### src/rtl/mult8s_booth4_pp_stage_pkg.sv
// Shared types and constants for the radix-4 Booth partial-product stage.
// Holds the digit encoding, the size localparams and the sign-correction constant.
package mult_pkg;

  typedef struct packed {
    logic neg;
    logic one;
    logic two;
  } booth_digit_t;

  localparam int MULT_WIDTH = 8;
  localparam int PP_COUNT   = MULT_WIDTH / 2;
  localparam int ROW_W      = 2 * MULT_WIDTH;

  // Each partial product has its sign bit inverted in place.
  // That contributes an extra +2^(width+2i), so subtract all of those once.
  function automatic logic [63:0] sign_corr(input int width);
    logic [63:0] acc;
    acc = '0;
    for (int i = 0; i < width / 2; i++) begin
      acc = acc - (64'd1 << (width + 2 * i));
    end
    return acc;
  endfunction

endpackage

### src/rtl/mult8s_booth4_pp_stage_enc.sv
// One radix-4 Booth digit: recodes three multiplier bits and forms the
// WIDTH+1-bit partial product (ones' complement when negative) plus its negate bit.
module booth4_enc
  import mult_pkg::*;
#(
  parameter int WIDTH = 8
) (
  input  logic [2:0]       bits,
  input  logic [WIDTH-1:0] a,
  output logic [WIDTH:0]   pp,
  output logic             neg
);

  booth_digit_t dig;
  logic [WIDTH:0] mag;

  always_comb begin
    dig.neg = bits[2];
    dig.one = bits[1] ^ bits[0];
    dig.two = (bits[2] & ~bits[1] & ~bits[0]) | (~bits[2] & bits[1] & bits[0]);
    mag = '0;
    if (dig.one) begin
      mag = {a[WIDTH-1], a};
    end else if (dig.two) begin
      mag = {a, 1'b0};
    end
    // A -0 digit (bits 111) yields all ones plus a negate bit, which sums to zero.
    pp  = mag ^ {(WIDTH + 1){dig.neg}};
    neg = dig.neg;
  end

endmodule

### src/rtl/mult8s_booth4_pp_stage.sv
// Two-stage signed multiplier front end: S1 registers Booth partial products,
// S2 compresses them to two carry-save rows for a downstream carry-propagate adder.
module mult8s_booth4_pp_stage
  import mult_pkg::*;
#(
  parameter int WIDTH = 8,
  parameter int TAG_W = 4
) (
  input  logic                 clk,
  input  logic                 rst,
  input  logic                 in_valid,
  output logic                 in_ready,
  input  logic [WIDTH-1:0]     in_a,
  input  logic [WIDTH-1:0]     in_b,
  input  logic [TAG_W-1:0]     in_tag,
  output logic                 out_valid,
  input  logic                 out_ready,
  output logic [2*WIDTH-1:0]   out_row0,
  output logic [2*WIDTH-1:0]   out_row1,
  output logic [TAG_W-1:0]     out_tag
);

  localparam int PPN = WIDTH / 2;
  localparam int RW  = 2 * WIDTH;
  localparam logic [63:0]   CORR64 = sign_corr(WIDTH);
  localparam logic [RW-1:0] CORR   = CORR64[RW-1:0];

  logic [WIDTH:0]   pp_next [PPN];
  logic [PPN-1:0]   neg_next;
  logic [WIDTH:0]   pp_reg  [PPN];
  logic [PPN-1:0]   neg_reg;
  logic [TAG_W-1:0] tag1_reg;
  logic             s1_valid_reg;

  logic [RW-1:0]    row0_reg, row1_reg;
  logic [TAG_W-1:0] tag2_reg;
  logic             s2_valid_reg;

  logic s1_adv, s2_adv;
  logic [WIDTH:0] b_ext;

  assign s2_adv   = !s2_valid_reg || out_ready;
  assign s1_adv   = !s1_valid_reg || s2_adv;
  assign in_ready = s1_adv;
  assign b_ext    = {in_b, 1'b0};

  for (genvar gi = 0; gi < PPN; gi++) begin : g_enc
    booth4_enc #(.WIDTH(WIDTH)) u_enc (
      .bits (b_ext[2*gi+2 -: 3]),
      .a    (in_a),
      .pp   (pp_next[gi]),
      .neg  (neg_next[gi])
    );
  end

  // S2 rows: one per partial product, plus one merged row holding the negate
  // bits (positions below WIDTH) and the correction constant (bits WIDTH and up).
  logic [RW-1:0] row [PPN+1];
  logic [RW-1:0] neg_row;

  for (genvar gi = 0; gi < PPN; gi++) begin : g_row
    assign row[gi] = {{(RW-WIDTH-1){1'b0}}, ~pp_reg[gi][WIDTH], pp_reg[gi][WIDTH-1:0]} << (2 * gi);
  end

  always_comb begin
    neg_row = '0;
    for (int i = 0; i < PPN; i++) begin
      neg_row[2*i] = neg_reg[i];
    end
  end

  assign row[PPN] = CORR | neg_row;

  logic [RW-1:0] sum_c   [PPN];
  logic [RW-1:0] carry_c [PPN];

  assign sum_c[0]   = row[0];
  assign carry_c[0] = row[1];

  // Linear chain of 3:2 compressors; carries out of the top bit are dropped (mod 2^RW).
  for (genvar gi = 1; gi < PPN; gi++) begin : g_csa
    assign sum_c[gi]   = sum_c[gi-1] ^ carry_c[gi-1] ^ row[gi+1];
    assign carry_c[gi] = {(sum_c[gi-1][RW-2:0] & carry_c[gi-1][RW-2:0]) |
                          (sum_c[gi-1][RW-2:0] & row[gi+1][RW-2:0]) |
                          (carry_c[gi-1][RW-2:0] & row[gi+1][RW-2:0]), 1'b0};
  end

  always_ff @(posedge clk) begin
    if (rst) begin
      s1_valid_reg <= 1'b0;
      s2_valid_reg <= 1'b0;
      neg_reg      <= '0;
      tag1_reg     <= '0;
      row0_reg     <= '0;
      row1_reg     <= '0;
      tag2_reg     <= '0;
      for (int i = 0; i < PPN; i++) begin
        pp_reg[i] <= '0;
      end
    end else begin
      if (s1_adv) begin
        s1_valid_reg <= in_valid;
        if (in_valid) begin
          neg_reg  <= neg_next;
          tag1_reg <= in_tag;
          for (int i = 0; i < PPN; i++) begin
            pp_reg[i] <= pp_next[i];
          end
        end
      end
      if (s2_adv) begin
        s2_valid_reg <= s1_valid_reg;
        if (s1_valid_reg) begin
          row0_reg <= sum_c[PPN-1];
          row1_reg <= carry_c[PPN-1];
          tag2_reg <= tag1_reg;
        end
      end
    end
  end

  assign out_valid = s2_valid_reg;
  assign out_row0  = row0_reg;
  assign out_row1  = row1_reg;
  assign out_tag   = tag2_reg;

endmodule
### config.mk
export PLATFORM = sky130hd
export DESIGN_NAME = mult8s_booth4_pp_stage
export DESIGN_NICKNAME = d
export VERILOG_FILES = /design/src/rtl/mult8s_booth4_pp_stage_pkg.sv /design/src/rtl/mult8s_booth4_pp_stage_enc.sv /design/src/rtl/mult8s_booth4_pp_stage.sv
export SDC_FILE = /design/constraint.sdc
export NUM_CORES = 1
export LEC_CHECK = 0
export ABC_AREA = 1
export CAP_MARGIN = 40
export CORE_MARGIN = 3
export CORE_UTILIZATION = 55
export CTS_BUF_LIST = sky130_fd_sc_hd__clkbuf_8 sky130_fd_sc_hd__clkbuf_16
export DETAILED_ROUTE_END_ITERATION = 6
export PLACE_DENSITY_LB_ADDON = 0.25
export SLEW_MARGIN = 0
export SYNTH_ARGS = -nofsm -noshare
export SYNTH_HDL_FRONTEND = slang
export SYNTH_SLANG_ARGS = --single-unit
### constraint.sdc
create_clock -name clk -period 2.54 [get_ports clk]
set_input_delay 0.508 -clock clk [delete_from_list [all_inputs] [get_ports clk]]
set_output_delay 0.508 -clock clk [all_outputs]
set_load 0.1 [all_outputs]
; After elaboration in Yosys (flattened, before gate mapping)
; Memories as Yosys holds them, arrays and structs flattened.
; Cells that the tools add are included.
[word_totals]
regBits = 45
mem_bits_rw = 36
out_inout_bits = 38
n_memories = 1
[classes]
mux = 18
bitwise_logic = 60
n_reduce_logical = 6
[mem_list]
columns = memory, depth, width, read_ports, rd_ports_with_merged_regs, wr, line
row1 = pp_reg, 4, 9, 4, 0, 4, mult8s_booth4_pp_stage.sv:30  ; logic [WIDTH:0] pp_reg [PPN];
[op_table]
columns = op, count
row1 = $mux 9, 12
row2 = $or 15x15->15, 3
row3 = $xor 9x9->9, 4
row4 = $and 15x14->15, 2
row5 = $xor 15x16->16, 1
row6 = $xor 16x16->16, 1
row7 = $and 13x15->15, 1
row8 = $and 14x15->15, 1
row9 = $and 15x15->15, 1
row10 = $or 14x15->15, 1
row11 = $xor 14x15->15, 1
row12 = $and 13x14->14, 1
row13 = $xor 13x14->14, 1
row14 = $and 1x1->1, 13
row15 = $and 11x13->13, 1
row16 = $and 9x13->13, 1
row17 = $or 11x13->13, 1
row18 = $or 13x13->13, 1
row19 = $xor 11x13->13, 1
row20 = $not 1->1, 12
row21 = $and 9x11->11, 1
row22 = $xor 9x11->11, 1
row23 = $or 1x1->1, 7
row24 = $mux 1, 6
row25 = other kinds (4), 9

; Depth between registers and ports, before layout
; Gate-level depths: netlist of run 1.
; An unclocked memory read counts as a cell.
[logic_depth]
depth_word = 11
ltp_mapped = 9
ltp_nobuf = 8

; Cells and area by module
; Synthesis of run 1 repeated with hierarchy kept, for this count alone.
[hier_totals]
hier_cells = 646
hier_area_um2 = 4907.2
[by_module_without_submodules]
columns = mod, n_inst, cells_each, area_per_inst_um2, seq_area_each_um2
row1 = mult8s_booth4_pp_stage, 1, 414, 3816.2, 1921.8
row2 = booth4_enc, 4, 58, 272.8, 0.0

; Worst setup path after synthesis of run 1
; Ideal clock, no wire load.
[synth_timing]
path_type = reg2reg
start = reg s2_valid_reg, in the netlist out_valid
end = mem pp_reg[0][0] (netlist name) (enable)
t_arrival_ps = 2829
t_required_ps = 2027
setup_slack_ps = -802
path_stages_with_launch = 4
period_less_slack_ps = 3342
path_cell_list = dfxtp_1 > nand3_2 > nand2_1 > nand2_1
[synth_lines]
columns = item, line
row1 = from (decl), mult8s_booth4_pp_stage.sv:37  ; logic s2_valid_reg;
row2 = from (signal assigned), mult8s_booth4_pp_stage.sv:112  ; s2_valid_reg <= s1_valid_reg;
row3 = to (decl), mult8s_booth4_pp_stage.sv:30

==> impl_metrics.json, run 1 <==
{
  "post_cts_resized": 0,
  "synthDistinctLibCells": 26,
  "hold_buffers": 0,
  "synth_top_area_share": 0.2463,
  "ys_seq_area_frac": 0.4379,
  "skew_ns": 0.01280,
  "htreeDepth": 3,
  "dieArea_um2": 9088,
  "finalNetCount": 638,
  "die_x_um": 95.33,
  "period_share": 0.8226,
  "path_class": "reg2reg",
  "async_flop_share": 0,
  "slowest_delay_ns": 0.51,
  "synth_common_cells": "nand2_1, nor2_1, inv_1",
  "syn_inst": 531,
  "path_delay_family": "adder cells",
  "timing.fmax_mhz": 478.6,
  "drt-pass1-iter-count": 5,
  "crit_path_frequent_cell": "fa_1",
  "cap_violations": 0,
  "vias": 3684,
  "clk_latency_ns": 0.34,
  "routedWlPerCell_um": 13.98,
  "startpoint_type": "flop",
  "setup_violations": 0,
  "ys_top_cells_by_area": "edfxtp_1, dfxtp_1, nand2_1, nand3_1, fa_1",
  "rsz0062_at_grt": "no",
  "synth_edf_count": 36,
  "routed_wl_um": 9602,
  "crit_arrival_ns": 2.31,
  "slowest_stage": "fa_1",
  "nFillCells": 623,
  "grt_pass1_vias": 3387,
  "critPathRequiredTime_ns": 2.76,
  "root_buffer": "clkbuf_8",
  "clk_pin_slew_ns": 0.07,
  "hold_viol": 0,
  "largest_register_ffs": 36,
  "syn_area_um2": 4389,
  "core_um2": 7486,
  "synth_area_leader_cell": "edfxtp_1",
  "dp_hpwl_um": 7066,
  "fp.dieH_um": 95.33,
  "io_pins": 62,
  "track_usage": 0.2260,
  "period_needed_ns": 2.089,
  "overflow": 0,
  "timing.slew.headroom": 0.6111,
  "gp_congestion": 0.8901,
  "diodes": 0,
  "ctsLongestPathBuffers": 2,
  "start_util": 0.5863,
  "cts_tree": "done",
  "powerDensity_nw_per_um2": 624.9,
  "grt_pass1_wl_um": 15790,
  "cp_num_buf_inv": 1,
  "io_buffers": 57,
  "syn_area_per_cell_um2": 8.266,
  "drive_above_1_share": 0.1378,
  "worst_setup_path_end_kind": "flop",
  "leakage_nw": 2.421,
  "tns_ns": 0,
  "tightestPinTransition_ns": 0.5825,
  "outcome": "finished clean",
  "timing.hold.ws_ns": 0.4302,
  "post_cts_buffers": 0,
  "drtIter0Drc": 192,
  "synth_most_common_cell": "nand2_1",
  "path_cells": "fa_1 -> fa_1 -> inv_1 -> fa_1 -> a21oi_1",
  "antenna_found_initial": 0,
  "ir_worst_vdd_v": 0.0002691,
  "cts_buffers": 9,
  "vias_per_cell": 5.362,
  "synthToLayoutAreaGrowth_pct": 16.13,
  "ys_seq_elements": 78,
  "rows": 31,
  "ys_warn_count": 0,
  "hold_path.class": "reg2reg",
  "critical_path.max_fanout": 1,
  "grt_max_degree": 39,
  "drv_slew": 0,
  "synth_ff_type": "dfxtp_1",
  "clkSinkCount": 78,
  "drc_errors": 0,
  "final_antenna_net_count": 0
}
-- layout make-up --
type                       instances  area (um^2)  share of cell area
sequential                        78         1923              0.3773
tap                               99        123.9             0.02430
timing repair buffer              66        590.6              0.1159
clock buffer                       9        123.9             0.02430
clock inverter                     7        30.03            0.005891
inverter                          69        261.5             0.05130
multi-input combinational        359         2044              0.4011
-- routing by layer --
metal | vias to the layer above | routed length (um) | global-route usage
met5 | - | 0 | 0
met4 | 0 | 153 | 0.08654
met3 | 14 | 724 | 0.05209
met2 | 142 | 4451 | 0.3563
met1 | 1680 | 4274 | 0.3029
li1 | 1848 | - | -
-- cells by family (layout without fill, tap and decap cells) --
| logic type | count (synthesis) | after routing | synth area share |
|---|---|---|---|
| simple gates | 246 | 246 | 0.2531 |
| buf+inv | 97 | 151 | 0.1012 |
| flops | 78 | 78 | 0.4379 |
| compound gates | 77 | 77 | 0.09436 |
| fa+ha+maj | 31 | 31 | 0.1106 |
| other cells | 1 | 4 | 0.0008544 |
| xor+xnor | 1 | 1 | 0.001996 |
-- final timing paths --
path,cells past startpoint,endpoint,startpoint,slack [ns]
setup reg to reg,5,out_row0[6],pp_reg[1][4],0.45
hold / removal,1,out_row0[14],pp_reg[3][8],0.43
hold reg to reg,1,out_row0[14],pp_reg[3][8],0.43
setup / recovery,5,out_row0[6],pp_reg[1][4],0.45
-- power by group --
part           internal, mW  switching, mW  total, mW
registers              1.42         0.0482       1.47
logic                 0.278          0.705      0.983
clock network         0.335          0.399      0.735
-- metrics by stage --
stage,worst slack [ns],total power [mW],cells,util,cell area (um^2)
finish,0.4507,3.185,687,0.6809,5097
global route,0.3733,3.370,687,0.6809,5097
global placement,0.3840,2.444,671,0.6604,4943
detailed placement,0.3451,2.477,671,0.6604,4943
CTS,0.4331,3.207,687,0.6809,5097
floorplan,0.3265,2.241,534,-,4412
-- placed cells by master, fill, tap and decap left out --
master and n:
nor2_1 66, nand2_1 85, a211oi_1 6, clkinv_2 3, clkdlybuf4s50_1 23, buf_12 3, xor2_1 1, a21oi_1 20
nand4_1 21, nand2_4 4, nand3_4 1, buf_4 40, fa_1 13, ha_1 18, nand3_1 57, o21ai_0 45
o21ai_2 3, conb_1 4, inv_1 68, edfxtp_1 36, dfxtp_1 41, o21ai_1 1, dfxtp_2 1, nand2_2 12
inv_2 4, inv_4 1, clkbuf_8 9, o22ai_1 2
(Power assumes the default switching activity.)
==> run 2: changes to the inputs <==
CORE_UTILIZATION = 50   (was 55)
clock period = 1.8 ns   (was 2.54 ns; I/O delays follow)
==> run 2 against run 1 <==
  * The run now ends with setup timing left
  * Cell count grew 6.6%
  * Combinational power grew 75%
  * Critical path depth is the same
  * Flip-flop and latch count is the same
==> impl_metrics.json, run 2 (synthesis gave the netlist of run 1 again) <==
{
  "start_util": 0.5237,
  "track_usage": 0.2298,
  "dpl_cell_area_um2": 5717,
  "routedWlPerCell_um": 15.05,
  "grt_max_degree": 29,
  "finalNetCount": 677,
  "finish.instance_area_um2": 6020,
  "post_cts_buffers": 0,
  "vias": 3857,
  "setup_violations": 6,
  "gp_congestion": 0.8772,
  "largest_register_ffs": 36,
  "vias_per_cell": 5.269,
  "final_util": 0.7182,
  "overflow": 0,
  "grt_pass1_vias": 3714,
  "slowest_stage": "fa_2",
  "drive_above_1_share": 0.2297,
  "htreeDepth": 3,
  "clkSinkCount": 78,
  "nFillCells": 594,
  "reg2regPathDepth": 5,
  "stdcell_count": 732,
  "rsz0062_at_grt": "yes",
  "dp_hpwl_um": 8212,
  "clk_pin_slew_ns": 0.08,
  "drv_slew": 0,
  "critical_path.max_fanout": 1,
  "layout_commonest_cell": "nand2_1",
  "hold_viol": 0,
  "root_buffer": "clkbuf_8",
  "finalWorstSetupSlack_ns": -0.2866,
  "crit_arrival_ns": 2.38,
  "clk_latency_ns": 0.36,
  "reg2reg_slack_ns": -0.29,
  "io_pins": 62,
  "ir_worst_vdd_v": 0.0003346,
  "synthToLayoutAreaGrowth_pct": 37.14,
  "fp.dieH_um": 99.70,
  "routed_wl_um": 11020,
  "grt_pass1_wl_um": 17860,
  "multi_input_area_um2": 2131,
  "path_cells": "fa_2 -> fa_1 -> inv_1 -> fa_1 -> a21oi_1",
  "timing.fmax_mhz": 479.2,
  "drc_errors": 0,
  "rr_startpoint": "pp_reg[1][4]",
  "period_needed_ns": 2.087,
  "dieArea_um2": 9939,
  "drt-pass1-iter-count": 5,
  "skew_ns": 0.009760,
  "final_antenna_net_count": 0,
  "seqCellArea_um2": 1926,
  "core_um2": 8382,
  "cts_tree": "done",
  "leakage_nw": 2.746,
  "die_x_um": 99.70,
  "crit_path_frequent_cell": "fa_1",
  "worst_setup_path_end_kind": "flop",
  "holdPathStages": 1,
  "cts_buffers": 9,
  "timing.hold.ws_ns": 0.4292,
  "tns_ns": -0.7690,
  "antenna_found_initial": 0,
  "cap_violations": 0,
  "reg2reg_to": "out_row0[6]",
  "diodes": 0,
  "p_total_mw": 5.207,
  "rows": 33,
  "path_class": "reg2reg",
  "dp_slack_ns": -0.2907,
  "outcome": "finished, violations left",
  "final_cell_mix": "nand2_1, nor2_1, inv_1",
  "hold_path.class": "reg2reg",
  "hold_end": "out_row0[14]",
  "slowest_delay_ns": 0.59,
  "period_share": 1.159,
  "ctsLongestPathBuffers": 2,
  "min-delay-start": "pp_reg[3][8]",
  "drtIter0Drc": 180,
  "io_buffers": 57,
  "powerDensity_nw_per_um2": 865.0,
  "violations": "setup timing",
  "critPathRequiredTime_ns": 2.09,
  "startpoint_type": "flop",
  "placedCellCount": 716
}
run 2: worst max-delay path by stage:
stage               depth (start not counted)          end  slack, ns         start
detailed placement                          5  out_row0[6]      -0.29  pp_reg[1][4]
finish                                      5  out_row0[6]      -0.29  pp_reg[1][4]
floorplan                                   5  out_row0[6]      -0.23  pp_reg[1][4]
CTS                                         5  out_row0[6]      -0.27  pp_reg[1][4]
global route                                5  out_row0[6]      -0.35  pp_reg[1][4]
global placement                            5  out_row0[6]      -0.24  pp_reg[1][4]
run 2: area by class of cell:
cell class | count | share of cell area
flip-flops and latches | 78 | 0.3199
clock buffers | 14 | 0.03575
inverters | 69 | 0.04344
clock inverters | 2 | 0.001455
repair buffers | 105 | 0.2237
well taps | 105 | 0.02182
multi-input cells | 359 | 0.3540
run 2: critical path, delay by kind of cell, from the launching register on:
kind | cells | cell delay (ns)
AOI/OAI and AO/OA | 1 | 0.12
adders and majority gates | 3 | 1.40
buffers and inverters | 1 | 0.08
DFF | 1 | 0.42
run 2: per-layer routing:
metal	vias to the layer above	GRT usage	part of all wire
met5	-	0	0
met4	0	0.1124	0.024
met3	19	0.03015	0.062
met2	153	0.3853	0.48
met1	1756	0.2919	0.43
li1	1929	-	-
run 2: timing repair:
action | 4_1_cts | 5_1_grt
setup endpoints to repair | 10 | 12
pin swaps | 9 | 7
hold buffers | 0 | 0
gates cloned | 0 | 0
resized for setup | 16 | 7
endpoints found under the hold margin | 0 | 0
run 2: where the power goes:
part           internal (mW)  total (mW)  switching (mW)
Combinational          0.652        1.72            1.07
Sequential              2.00        2.11           0.104
Clock                  0.775        1.38           0.607
==> run 3: changes to the inputs <==
CORE_MARGIN = 2   (was 3)
CORE_UTILIZATION = 58   (was 50)
DONT_BUFFER_PORTS = 1   (was not set)
==> run 3 against run 2 <==
  * The run still ends with setup timing left
  * Die area is 17% lower
  * Via count is 6.8% lower
  * Sequential share of layout area is 7.1 points higher
  * Core utilization is 4.3 points lower
  * Worst hold slack worse by 0.35 ns
  * Power is 13% lower
==> impl_metrics.json, run 3 (synthesis gave the netlist of run 1 again) <==
{
  "critical_path.max_fanout": 1,
  "drv_slew": 0,
  "grt_pass1_vias": 3436,
  "die_x_um": 90.99,
  "fp.dieH_um": 90.99,
  "dpl_cell_area_um2": 4691,
  "path_cells": "fa_1 -> fa_1 -> inv_1 -> fa_1 -> a21oi_1",
  "crit_arrival_ns": 2.30,
  "routedWlPerCell_um": 14.31,
  "hold_viol": 0,
  "slowest_stage": "fa_1",
  "htreeDepth": 3,
  "drt-pass1-iter-count": 4,
  "cp_num_buf_inv": 1,
  "startpoint_type": "flop",
  "path_delay_family": "adder cells",
  "synthToLayoutAreaGrowth_pct": 12.12,
  "violations": "setup timing",
  "clkSinkCount": 78,
  "drtIter0Drc": 189,
  "antenna_found_initial": 0,
  "clk_pin_slew_ns": 0.07,
  "leakage_nw": 2.318,
  "timing.fmax_mhz": 477.0,
  "overflow": 0,
  "start_util": 0.6019,
  "critPathRequiredTime_ns": 2.00,
  "io_pins": 62,
  "ir_worst_vdd_v": 0.0003327,
  "dieArea_um2": 8279,
  "hold_path.class": "in2reg",
  "finalWorstSetupSlack_ns": -0.2966,
  "dp_hpwl_um": 6891,
  "grt_pass1_wl_um": 16070,
  "drc_errors": 0,
  "io_buffers": 0,
  "routed_wl_um": 9486,
  "root_buffer": "clkbuf_8",
  "path_class": "reg2reg",
  "stdcell_count": 663,
  "rsz0062_at_grt": "yes",
  "drive_above_1_share": 0.1702,
  "final_antenna_net_count": 0,
  "hold_buffers": 0,
  "crit_path_frequent_cell": "fa_1",
  "powerDensity_nw_per_um2": 920.6,
  "diodes": 0,
  "worst_setup_path_end_kind": "flop",
  "largest_register_ffs": 36,
  "grt_max_degree": 46,
  "gp_congestion": 0.8802,
  "setup_violations": 8,
  "cts_tree": "done",
  "placedCellCount": 647,
  "outcome": "finished, violations left",
  "final_util": 0.6748,
  "layout_commonest_cell": "nand2_1",
  "tightestPinTransition_ns": 0.6603,
  "tns_ns": -0.9436,
  "dp_slack_ns": -0.2921,
  "cap_violations": 0,
  "track_usage": 0.2413,
  "skew_ns": 0.01026,
  "vias_per_cell": 5.424,
  "period_share": 1.165,
  "finish.instance_area_um2": 4921,
  "slowest_delay_ns": 0.50,
  "final_cell_mix": "nand2_1, nor2_1, inv_1",
  "clk_latency_ns": 0.33,
  "ctsLongestPathBuffers": 2,
  "period_needed_ns": 2.097,
  "rows": 31,
  "vias": 3596,
  "p_total_mw": 4.530,
  "timing.slew.headroom": 0.5591,
  "cts_buffers": 9,
  "finalNetCount": 614,
  "timing.hold.ws_ns": 0.08113,
  "post_cts_buffers": 0,
  "core_um2": 7292
}
run 3: per-layer routing:
layer  part of all wire  track usage  routed length, um
met1               0.45       0.3290               4238
met4              0.013      0.07576                120
met3              0.076      0.05643                721
met5                  0            0                  0
met2               0.46       0.3833               4406
run 3: cell type report:
class                           count  area [um^2]
Multi-Input combinational cell    359         2120
Timing Repair Buffer               42        327.8
Clock inverter                      6        25.02
Inverter                           69        261.5
Sequential cell                    78         1926
Clock buffer                       10        137.6
Tap cell                           99        123.9
Fill cell                         609         2371
run 3: worst paths after layout:
| kind | start | endpoint | slack (ns) | cells past startpoint |
|---|---|---|---|---|
| max | pp_reg[1][4] | out_row0[6] | -0.30 | 5 |
| min | rst | out_valid | 0.08 | 1 |
| max reg2reg | pp_reg[1][4] | out_row0[6] | -0.30 | 5 |
| min reg2reg | pp_reg[3][8] | out_row0[14] | 0.43 | 1 |
run 3: where the power goes:
group / total [mW] / switching (mW) / internal (mW)
Sequential: 2.06 / 0.0599 / 2.00
Combinational: 1.39 / 1.00 / 0.388
Clock: 1.08 / 0.565 / 0.514
Total: 4.53 / 1.63 / 2.91
run 3: timing repair:
| action | in CTS | in global routing |
|---|---|---|
| pin swaps | 5 | 9 |
| endpoints found under the setup margin | 12 | 12 |
| resized for setup | 10 | 10 |
| gates cloned | 0 | 0 |
